### src/rtl/pipe_ctrl_pkg.sv
// pipe_ctrl_pkg -- shared types for the pipeline hazard controller.
//   state_t : controller FSM encoding (RUN=0, IMISS=1, DMISS=2)
//   rule_t  : the hazard rule selected in the current cycle
//   CNT_W_DEFAULT : default width of the stall/flush event counters
package pipe_ctrl_pkg;

  localparam int unsigned CNT_W_DEFAULT = 16;

  typedef enum logic [1:0] {
    RUN   = 2'd0,
    IMISS = 2'd1,
    DMISS = 2'd2
  } state_t;

  // Per-cycle rule, listed from highest to lowest priority.
  typedef enum logic [2:0] {
    RULE_RESET    = 3'd0,
    RULE_DMISS    = 3'd1,
    RULE_REDIRECT = 3'd2,
    RULE_LOAD_USE = 3'd3,
    RULE_IMISS    = 3'd4,
    RULE_NORMAL   = 3'd5
  } rule_t;

endpackage

### src/rtl/pipe_ctrl_hazard_detect.sv
// hazard_detect -- combinational load-use hazard check.
//   id_rs, id_rt         : source registers of the instruction in ID
//   id_rs_used/id_rt_used: ID instruction actually reads rs / rt
//   ex_mem_read          : ID/EX holds a load
//   ex_rt                : destination register of that load
//   load_use             : 1 when ID must wait one cycle for the load
module hazard_detect (
  input  logic [4:0] id_rs,
  input  logic [4:0] id_rt,
  input  logic       id_rs_used,
  input  logic       id_rt_used,
  input  logic       ex_mem_read,
  input  logic [4:0] ex_rt,
  output logic       load_use
);

  logic rs_match;
  logic rt_match;

  always_comb begin
    rs_match = id_rs_used && (id_rs == ex_rt);
    rt_match = id_rt_used && (id_rt == ex_rt);
    // $0 is hard-wired to zero, so a load into it can never create a hazard.
    load_use = ex_mem_read && (ex_rt != 5'd0) && (rs_match || rt_match);
  end

endmodule

### src/rtl/pipe_ctrl.sv
// pipe_ctrl -- pipeline stall/flush controller with I/D cache miss FSM.
//   clk, rst_n        : clock (state updates on falling edge), async active-low reset
//   id_rs/id_rt(+used): ID-stage source operands
//   ex_mem_read, ex_rt: load sitting in ID/EX and its destination
//   ex_redirect       : taken branch / jump resolved in EX
//   mem_access        : MEM stage does a load or store
//   icache_hit, dcache_hit : cache hit flags
//   pc_en .. mem_wb_en: load enables for PC and pipeline registers
//   if_id_flush, id_ex_flush : insert a bubble into IF/ID, ID/EX
//   state             : FSM state (RUN/IMISS/DMISS)
//   stall_cnt, flush_cnt : saturating event counters
module pipe_ctrl
  import pipe_ctrl_pkg::*;
#(
  parameter int unsigned CNT_W = CNT_W_DEFAULT
) (
  input  logic             clk,
  input  logic             rst_n,
  input  logic [4:0]       id_rs,
  input  logic [4:0]       id_rt,
  input  logic             id_rs_used,
  input  logic             id_rt_used,
  input  logic             ex_mem_read,
  input  logic [4:0]       ex_rt,
  input  logic             ex_redirect,
  input  logic             mem_access,
  input  logic             icache_hit,
  input  logic             dcache_hit,
  output logic             pc_en,
  output logic             if_id_en,
  output logic             id_ex_hit,
  output logic             ex_mem_en,
  output logic             mem_wb_en,
  output logic             if_id_flush,
  output logic             id_ex_flush,
  output logic [1:0]       state,
  output logic [CNT_W-1:0] stall_cnt,
  output logic [CNT_W-1:0] flush_cnt
);

  state_t cur_state;
  rule_t  rule;
  logic   load_use;
  logic   dmiss;
  logic   imiss;

  hazard_detect u_hazard_detect (
    .id_rs       (id_rs),
    .id_rt       (id_rt),
    .id_rs_used  (id_rs_used),
    .id_rt_used  (id_rt_used),
    .ex_mem_read (ex_mem_read),
    .ex_rt       (ex_rt),
    .load_use    (load_use)
  );

  assign dmiss = mem_access && !dcache_hit;
  assign imiss = !icache_hit;
  assign state = cur_state;

  // Rule selection. Reset is folded in here so the enables drop to zero the
  // moment rst_n falls, not at the next clock edge.
  always_comb begin
    if (!rst_n)           rule = RULE_RESET;
    else if (dmiss)       rule = RULE_DMISS;
    else if (ex_redirect) rule = RULE_REDIRECT;
    else if (load_use)    rule = RULE_LOAD_USE;
    else if (imiss)       rule = RULE_IMISS;
    else                  rule = RULE_NORMAL;
  end

  always_comb begin
    pc_en       = 1'b0;
    if_id_en    = 1'b0;
    id_ex_hit   = 1'b0;
    ex_mem_en   = 1'b0;
    mem_wb_en   = 1'b0;
    if_id_flush = 1'b0;
    id_ex_flush = 1'b0;
    unique case (rule)
      RULE_RESET, RULE_DMISS: begin
        // Whole pipe frozen: a D-miss holds EX too, so a pending redirect
        // stays in EX and is applied once the data cache returns.
      end
      RULE_REDIRECT: begin
        pc_en       = 1'b1;
        if_id_en    = 1'b1;
        id_ex_hit   = 1'b1;
        ex_mem_en   = 1'b1;
        mem_wb_en   = 1'b1;
        if_id_flush = 1'b1;
        id_ex_flush = 1'b1;
      end
      RULE_LOAD_USE, RULE_IMISS: begin
        // Hold PC and IF/ID, send a bubble down from ID, drain the rest.
        id_ex_hit   = 1'b1;
        ex_mem_en   = 1'b1;
        mem_wb_en   = 1'b1;
        id_ex_flush = 1'b1;
      end
      default: begin
        pc_en     = 1'b1;
        if_id_en  = 1'b1;
        id_ex_hit = 1'b1;
        ex_mem_en = 1'b1;
        mem_wb_en = 1'b1;
      end
    endcase
  end

  // FSM and counters, clocked on the falling edge like the pipeline registers.
  always_ff @(negedge clk or negedge rst_n) begin
    if (!rst_n) begin
      cur_state <= RUN;
      stall_cnt <= '0;
      flush_cnt <= '0;
    end else begin
      unique case (cur_state)
        RUN: begin
          if (dmiss)                     cur_state <= DMISS;
          else if (imiss && !ex_redirect) cur_state <= IMISS;
          else                           cur_state <= RUN;
        end
        IMISS: begin
          if (dmiss)                          cur_state <= DMISS;
          else if (ex_redirect || icache_hit) cur_state <= RUN;
          else                                cur_state <= IMISS;
        end
        DMISS: begin
          if (dmiss)      cur_state <= DMISS;
          else if (imiss) cur_state <= IMISS;
          else            cur_state <= RUN;
        end
        default: cur_state <= RUN;
      endcase

      if (!pc_en && (stall_cnt != '1))
        stall_cnt <= stall_cnt + CNT_W'(1);
      if ((rule == RULE_REDIRECT) && (flush_cnt != '1))
        flush_cnt <= flush_cnt + CNT_W'(1);
    end
  end

endmodule

### config.mk
export PLATFORM = sky130hd
export DESIGN_NAME = pipe_ctrl
export DESIGN_NICKNAME = d
export VERILOG_FILES = /design/src/rtl/pipe_ctrl_pkg.sv /design/src/rtl/pipe_ctrl_hazard_detect.sv /design/src/rtl/pipe_ctrl.sv
export SDC_FILE = /design/constraint.sdc
export NUM_CORES = 1
export LEC_CHECK = 0
export BUFFER_PORTS_ARGS = -buffer_cell sky130_fd_sc_hd__buf_2
export CAP_MARGIN = 25
export CORE_MARGIN = 2
export CORE_UTILIZATION = 40
export CTS_CLUSTER_SIZE = 30
export DETAILED_ROUTE_END_ITERATION = 8
export PLACE_DENSITY = 0.79
export SETUP_SLACK_MARGIN = 0.15
export SLEW_MARGIN = 10
export SYNTH_ARGS = -nofsm -noshare
export SYNTH_HDL_FRONTEND = slang
export SYNTH_SLANG_ARGS = --single-unit
### constraint.sdc
create_clock -name clk -period 5.7 [get_ports clk]
set_input_delay 0.285 -clock clk [delete_from_list [all_inputs] [get_ports clk]]
set_output_delay 0.285 -clock clk [all_outputs]
set_load 0.05 [all_outputs]
==> impl_results.md <==
* Status: finished clean
* Number of synthesized flops with an enable pin at 0
* Top cell by count, worst path: xor2_1
* Post-route cell area at 2280 um^2
* Final GP Congestion at 0.779
* Most common cell after layout, fill and taps aside: buf_2
* Synth Area in Adders at 1.41%
* Sequential element share of the synthesized area at 47.8%
* Slew headroom at 70.2%
* Post-CTS sizing at 0
* Yosys warnings at 0
* Count of final setup violators at 0
* Maximum clock insertion buffer count at 2
* # fillers at 409
* P per Cell Area at 432 nW/um^2
* Setup WS pre-CTS at 0.677 ns
* Area fraction in compound gates after synthesis at 5.63%
* Core Region at 4320 um^2
* Worst hold-check path type: reg2reg
* Lkg Pwr at 1.19 nW
* Final WS setup at 0.995 ns
* Drt pass-1 iters at 4
* Worst-Skew Late Latency at 0.29 ns
* Leading cell types in the layout, fill and taps excluded: 64 x buf_2, 34 x dfrtn_1, 22 x xor2_1
* Layout cells sized above 1 at 35.4%
* Avg Vias per Cell at 4.99
* Async S/R FF share, synth at 100%
* RSZ-0062 raised after global routing: false
* IO Count at 65
* Antenna Cells at 0
* Max-slew violation count at 0
* Die height at 70.7 um
* Depth of the worst hold-timing path at 1
* Netlist Area Pre-Place at 1780 um^2
* Inserted Clock Buffers at 5
* Gr usage total at 15.6%
* # clock sinks at 34
* Routed WL at 3650 um
* H-tree levels at 2
* CTS clk-pin slew, worst paths at 0.05 ns
* Worst slew pin tran at 0.447 ns
* Unique cell type count in the Yosys netlist at 34
* Syn nets at 194
* Routed via count at 1443
* IO buf count at 64
* CP Launch Type: input port
* Hold_sp: state[0]
* Initial Utilization at 41.1%
* GRT Residual Overflow at 0
* Routed len/inst at 12.6 um
* Crit path cell chain: buf_2, xor2_1, nor4_2, a32oi_1, o21ai_2, a21oi_2, o21bai_4, nor4_1, xor2_1
* Non-filler cells in the finished layout at 289
* Top FF cell, synth: dfrtn_1
* Post-Synth XOR/XNOR Area at 18.7%
* Final-report hold violation count at 0
* First-pass GRT wire length at 6140 um
* Area grow syn2layout at 27.9%
* Reg2reg start: stall_cnt[3]
* Worst Path Buf+Inv at 1
* Post-Synth Simple-Gate Area at 21.8%
* Average cell area after synthesis at 10.6 um^2
* Multi-input gate area at 868 um^2
* Largest net degree at the start of global routing at 35
* TritonCTS clock tree: yes
* CP top delay family: compound AO/OA/AOI/OAI gates
* Critical R2R Capture: stall_cnt[1]
* Total power at 0.983 mW
* Largest family of logic cells by synthesized area: simple AND/OR/NAND/NOR gates
* Post-route ant nets at 0
* Reg-to-reg slack, setup at 3.38 ns
* Peak VDD IR at 0.193 mV
* Drc violations at 0
* Root Buffer: clkbuf_8
* Crit Path Class: in2reg
* Row count at 24
* Max_cap viols at 0
* Die footprint at 5000 um^2
* Die X at 70.7 um
* Hold_buf cts at 0
* Synth Instances at 168
* Crit end category: flop
* Initial drt markers at 49
* Reg2Reg Depth at 7
* Vias in the first global route at 1415
* CP Max Fanout at 15
* Slowest cell on crit path: nor4_1
* CP Capture Point: stall_cnt[15]
* CP max stage delay at 0.34 ns
* Synth Register Bits at 34
* Register area at 851 um^2
* Mux share of post-synthesis cell area at 1.27%
* Post-CTS setup buffers at 0
* Core Util, Final at 52.6%
* Layout Skew at 0.00766 ns
* Hold Slack at 0.411 ns
* Sum Neg Setup Slack at 0 ns
* Placed cell areas at 2140 um^2
* Data required, critical path at 2.97 ns
* Critical path arrival at 1.97 ns
* Setup crit start: ex_rt[3]
* HPWL Detailed at 2880 um
* Crit. path cell count at 9
* Fin nets at 262
* Initial antenna violation count at 0
* Cells after DPL at 281
[Yosys cell counts (2+ instances only)]
library cell,instances,area share (%)
xnor2_1,16,7.9
nor3_1,4,1.1
nor4_2,2,1.4
and3_1,7,2.5
a21oi_1,2,0.56
buf_4,3,1.3
o21a_1,2,0.84
nor4_1,3,1.1
nor2_1,9,1.9
nand4_1,5,1.8
dfrtn_1,34,48
and2_1,4,1.4
ha_1,2,1.4
nor3_2,4,2.3
nand2_1,17,3.6
nand3_1,9,2.5
xor2_1,22,11
inv_1,7,1.5
[final cells by class]
| cell class | instances | area share, % |
|---|---|---|
| multi-input combinational | 123 | 38.2 |
| sequential | 34 | 37.4 |
| timing repair buffer | 65 | 14.4 |
| clock buffer | 5 | 3.02 |
| clock inverter | 3 | 3.02 |
| tap | 52 | 2.86 |
| inverter | 7 | 1.15 |
[kinds of logic (layout without fill, tap and decap cells)]
kind of cell             Yosys count  in the layout
AO/OA/AOI/OAI                     12             12
adder cells (fa/ha/maj)            2              2
multiplexers                       2              2
buffers and inverters             11             80
AND/OR/NAND/NOR                   69             69
XOR/XNOR                          38             38
flip-flops                        34             34
[worst min path at each step]
stage	endpoint	slack, ns
floorplan	state[1]	0.64
global placement	state[1]	0.39
detailed placement	state[1]	0.42
CTS	state[1]	0.41
global route	state[1]	0.46
finish	state[1]	0.41
[routing by layer]
layer	up-vias	global-route usage [%]	wire [um]
met5	-	0	0
met4	0	5.66	23
met3	3	6.13	247
met2	47	25.6	1750
met1	683	18.7	1630
li1	710	-	-
[state kept, by name, indices dropped and copies added, names as in the netlist]
| name | cells |
|---|---|
| flush_cnt | 16 |
| state | 2 |
| stall_cnt | 16 |
[report_power, final]
group,switching (mW),leakage [nW],internal (mW),total (mW)
Combinational,0.272,0.682,0.0954,0.367
Sequential,0.0553,0.438,0.295,0.351
Clock,0.0904,0.0683,0.175,0.266
Total,0.418,1.19,0.566,0.983
Power figures use the tool's default switching activity.
